<file path="src/rtl/reg_dump_tx.sv">
// Post-halt register dump: HDR, 4 bytes per register MSB first, then an XOR checksum byte, on valid/ready.
// The header is offered one cycle after the halted rise. Each register adds one LOAD bubble, and every tx_ready=0 cycle stalls in place.
module reg_dump_tx #(
    parameter int          NUM_REGS = 32,
    parameter logic [7:0]  HDR_BYTE = 8'hA5
) (
    input  logic        clk1,
    input  logic        rst,
    input  logic        halted,
    output logic [4:0]  rf_rd_addr,
    input  logic [31:0] rf_rd_data,
    output logic        tx_valid,
    input  logic        tx_ready,
    output logic [7:0]  tx_data,
    output logic        tx_last,
    output logic        busy,
    output logic        done
);

    typedef enum logic [2:0] {
        S_IDLE,
        S_HDR,
        S_LOAD,
        S_SEND,
        S_CSUM,
        S_DONE
    } state_t;

    localparam logic [4:0] LAST_IDX = 5'(NUM_REGS - 1);

    state_t      state;
    state_t      nxt;
    logic        halted_q;
    logic [4:0]  idx;
    logic [31:0] shift;
    logic [7:0]  csum;
    logic [1:0]  cnt;
    logic        start;

    assign start      = halted & ~halted_q;
    assign rf_rd_addr = idx;

    always_ff @(posedge clk1) begin
        if (rst) begin
            state <= S_IDLE;
        end else begin
            state <= nxt;
        end
    end

    always_comb begin
        nxt      = state;
        tx_valid = 1'b0;
        tx_data  = 8'h00;
        tx_last  = 1'b0;
        busy     = 1'b0;
        done     = 1'b0;
        case (state)
            S_IDLE: begin
                if (start) nxt = S_HDR;
            end
            S_HDR: begin
                busy     = 1'b1;
                tx_valid = 1'b1;
                tx_data  = HDR_BYTE;
                if (tx_ready) nxt = S_LOAD;
            end
            S_LOAD: begin
                busy = 1'b1;
                nxt  = S_SEND;
            end
            S_SEND: begin
                busy     = 1'b1;
                tx_valid = 1'b1;
                tx_data  = shift[31:24];
                if (tx_ready && cnt == 2'd3) begin
                    nxt = (idx == LAST_IDX) ? S_CSUM : S_LOAD;
                end
            end
            S_CSUM: begin
                busy     = 1'b1;
                tx_valid = 1'b1;
                tx_data  = csum;
                tx_last  = 1'b1;
                if (tx_ready) nxt = S_DONE;
            end
            S_DONE: begin
                done = 1'b1;
                if (!halted) nxt = S_IDLE;
            end
            default: nxt = S_IDLE;
        endcase
    end

    // The word is captured only in LOAD, so register-file writes while SEND is stalled cannot reach the bytes in flight.
    always_ff @(posedge clk1) begin
        if (rst) begin
            halted_q <= 1'b0;
            idx      <= 5'd0;
            shift    <= 32'd0;
            csum     <= 8'd0;
            cnt      <= 2'd0;
        end else begin
            halted_q <= halted;
            case (state)
                S_IDLE: begin
                    if (start) begin
                        idx  <= 5'd0;
                        csum <= 8'd0;
                    end
                end
                S_LOAD: begin
                    shift <= rf_rd_data;
                    cnt   <= 2'd0;
                end
                S_SEND: begin
                    if (tx_ready) begin
                        shift <= shift << 8;
                        csum  <= csum ^ shift[31:24];
                        cnt   <= cnt + 2'd1;
                        if (cnt == 2'd3 && idx != LAST_IDX) idx <= idx + 5'd1;
                    end
                end
                default: ;
            endcase
        end
    end

endmodule

</file>
<file path="config.mk">
export PLATFORM = sky130hd
export DESIGN_NAME = reg_dump_tx
export DESIGN_NICKNAME = d
export VERILOG_FILES = /design/src/rtl/reg_dump_tx.sv
export SDC_FILE = /design/constraint.sdc
export NUM_CORES = 1
export LEC_CHECK = 0
export ABC_CLOCK_PERIOD_IN_PS = 2100
export BUFFER_PORTS_ARGS = -buffer_cell sky130_fd_sc_hd__buf_2
export CAP_MARGIN = 40
export CORE_ASPECT_RATIO = 1.25
export CORE_MARGIN = 1.5
export CORE_UTILIZATION = 57
export CTS_BUF_LIST = sky130_fd_sc_hd__clkbuf_4 sky130_fd_sc_hd__clkbuf_8
export CTS_CLUSTER_SIZE = 25
export DETAILED_ROUTE_END_ITERATION = 8
export GPL_TIMING_DRIVEN = 0
export PLACE_DENSITY = 0.93
export SYNTH_ARGS = -nofsm -noshare
export SYNTH_HDL_FRONTEND = slang
export SYNTH_SLANG_ARGS = --single-unit
</file>
<file path="constraint.sdc">
create_clock -name clk1 -period 2.1 [get_ports clk1]
set_input_delay 0.105 -clock clk1 [delete_from_list [all_inputs] [get_ports clk1]]
set_output_delay 0.105 -clock clk1 [all_outputs]
set_load 0.1 [all_outputs]
</file>
==> reports/metrics.cfg <==
[floorplan]
die_width_um=63.2
die-area_mm2=0.00495
die_h_um=78.3
initial_core_util_pct=58.8
core_mm2=0.00439
io_pins=53
rows=27

[route]
vias=2487
drt_iter0_markers=142
vias_per_cell=5.87
drt_first_pass_iters=4
postRouteWirelength_um=6340
ant_nets=0
drc=0
wl_per_cell_um=14.9

[clocking]
cts_buffers=5
tritoncts=built
h-tree-depth=2
clockBufferDepth=2
clock-sinks=51
clk_latency_ns=0.31
cts_root_buffer=clkbuf_8
clk_pin_slew_ns=0.09

[timing]
worst_pin_slew_ns=0.540
fmax_mhz=498
tns_ns=0
holdWs_ns=0.0410
min_period_ns=2.01
fin_ws_ns=0.0911
setup_viol=0
clock_skew_ns=0.00313
maxSlewViolCount=0
hold_violations=0
rsz0062_at_grt=true
relSlewSlack_pct=63.8
fin_crit_sh_pct=95.7

[final_layout]
design_area_mm2=0.00309
synthToLayoutAreaGrowth_pct=19.4
final_net_count=404
num_antenna_cells=0
nFillCells=358
drive_gt1_share_pct=27.3

[logic_synthesis]
syn_avg_cell_area_um2=8.47
yosys-top-cells-area=dfxtp_1 40%, a311oi_1 9.2%, nand2_1 8.7%, a21oi_1 8.3%, nand2b_1 2.4%
syn_inst=305
syn_nets=344
ys_ff_latch=51
synth_top_area_share_pct=39.5
synth_warnings=0
ys_types=47
syn-cell-area_mm2=0.00258
yosysSeqAreaShare_pct=39.5
synth_largest_area_cell=dfxtp_1

[placed_design]
dp_slack_ns=0.0456
port_buffers=52
place_area_mm2=0.00295
gp_congestion=0.815
place_hpwl_um=4670

[run_status]
status=completed

[global_routing]
grt_pass1_vias=2310
antenna_found_initial=0
grt_pass1_wl_um=10500
grt_max_degree=16
overflow=0
grt_usage_pct=26.5

[critical_path]
critPathArrivalTime_ns=2.20
cp.required_ns=2.30
critical_path_class=flop to flop
cp-startpoint=rf_rd_addr[0]$_SDFFE_PP0P_
cp-start-kind=flop
r2r-start=rf_rd_addr[0]$_SDFFE_PP0P_
cp-end-kind=flop
r2r_cells=7
crit_fanout=5

[power]
leakagePower_nw=1.24
vdd_drop_max_uv=677
power.density_mw_per_mm2=886
p_total_mw=2.73

[hold_path]
hold_class=input port to flop
holdPathStages=3
worstHoldStart=rf_rd_data[3]

[run]
max-cap-violations=0

-- cell usage after synthesis (all sizes together) --
library cell	number
a211o	1
a211oi	6
a21boi	1
a21oi	44
a22o	7
a311o	2
a311oi	27
a31o	1
a32o	1
and2	1
and2b	1
and3	2
and3b	1
and4	1
and4b	1
buf	16
clkbuf	13
clkinv	1
dfxtp	51
ha	3
inv	1
mux2i	3
nand2	60
nand2b	10
nand3	4
nand3b	4
nor2	7
nor2b	4
nor3b	2
nor4	2
nor4b	2
o21a	6
o21ai	11
o2bb2a	1
o2bb2ai	1
o32ai	1
or2	1
or2b	1
or3	1
or4b	1
xnor2	1
-- metal layers --
layer  vias up  global-route usage [%]  wire [um]
li1       1238                       -          -
met1      1160                    31.4       2670
met2        78                    46.6       3220
met3        11                    5.44        321
met4         0                    10.7        124
met5         -                       0          0
-- registers in the layout, indices dropped and copies added, names as in the netlist --
| name | count |
|---|---|
| cnt | 2 |
| csum | 8 |
| halted_q | 1 |
| rf_rd_addr | 5 |
| shift | 32 |
| state | 3 |
-- stage by stage --
step	std cells	util [%]
after floorplan	305	-
after global placement	415	67.1
after detailed placement	415	67.1
after CTS	423	69.6
after global routing	424	70.3
final	424	70.3
-- cell usage in the layout (no fill, tap or decap), types with 6 or more instances in the layout --
cell type and n:
buf_4 14, buf_2 49, clkbuf_1 12, nand2b_1 10, a22o_2 6, nand2_1 60, o21a_1 6, clkbuf_8 6
a311oi_1 27, a21oi_1 43, o21ai_0 11, a211oi_1 6, dfxtp_1 47
-- timing repair --
| action | in CTS | in global routing |
|---|---|---|
| hold buffers | 0 | 0 |
| setup endpoints to repair | 4 | 7 |
| pin swaps | 0 | 2 |
| cloned | 0 | 0 |
| buffers inserted | 0 | 1 |
| gates resized for setup | 4 | 11 |
| endpoints found under the hold margin | 0 | 0 |
-- final timing paths --
check	endpoint	slack, ns
max	rf_rd_addr[2]$_SDFFE_PP0P_	0.09
min reg2reg	shift[30]$_SDFFE_PP0P_	0.48
min	shift[3]$_SDFFE_PP0P_	0.04
max reg2reg	rf_rd_addr[2]$_SDFFE_PP0P_	0.09
-- report_power, final --
part	internal, mW	total (mW)	leakage, nW	switching [mW]
sequential	1.05	1.10	0.416	0.0545
clock	0.283	0.604	0.0519	0.320
combinational	0.324	1.03	0.771	0.702
-- critical path, stage by stage (launching register included) --
cell and delay [ns]:
dfxtp_4 0.36, ha_2 0.19, and3_1 0.18, ha_1 0.18, nand3b_1 0.26, o2bb2a_4 0.26
buf_6 0.13, a311o_1 0.34
-- layout make-up --
type / instances / area (um2) / share of cell area, %
Buffer: 29 / 163 / 5.27
Clock buffer: 7 / 90.1 / 2.92
Clock inverter: 1 / 8.76 / 0.284
Inverter: 2 / 7.51 / 0.243
Multi-Input combinational cell: 223 / 1420 / 45.9
Sequential cell: 51 / 1030 / 33.4
Tap cell: 58 / 72.6 / 2.35
Timing Repair Buffer: 53 / 298 / 9.65
-- kinds of logic after synthesis --
group | after synthesis | synth area share [%]
compound gates | 110 | 29.7
simple gates | 106 | 21.3
flops | 51 | 39.5
buf+inv | 31 | 6.59
mux | 3 | 1.16
fa+ha+maj | 3 | 1.45
xor+xnor | 1 | 0.339
(Power assumes the default switching activity.)
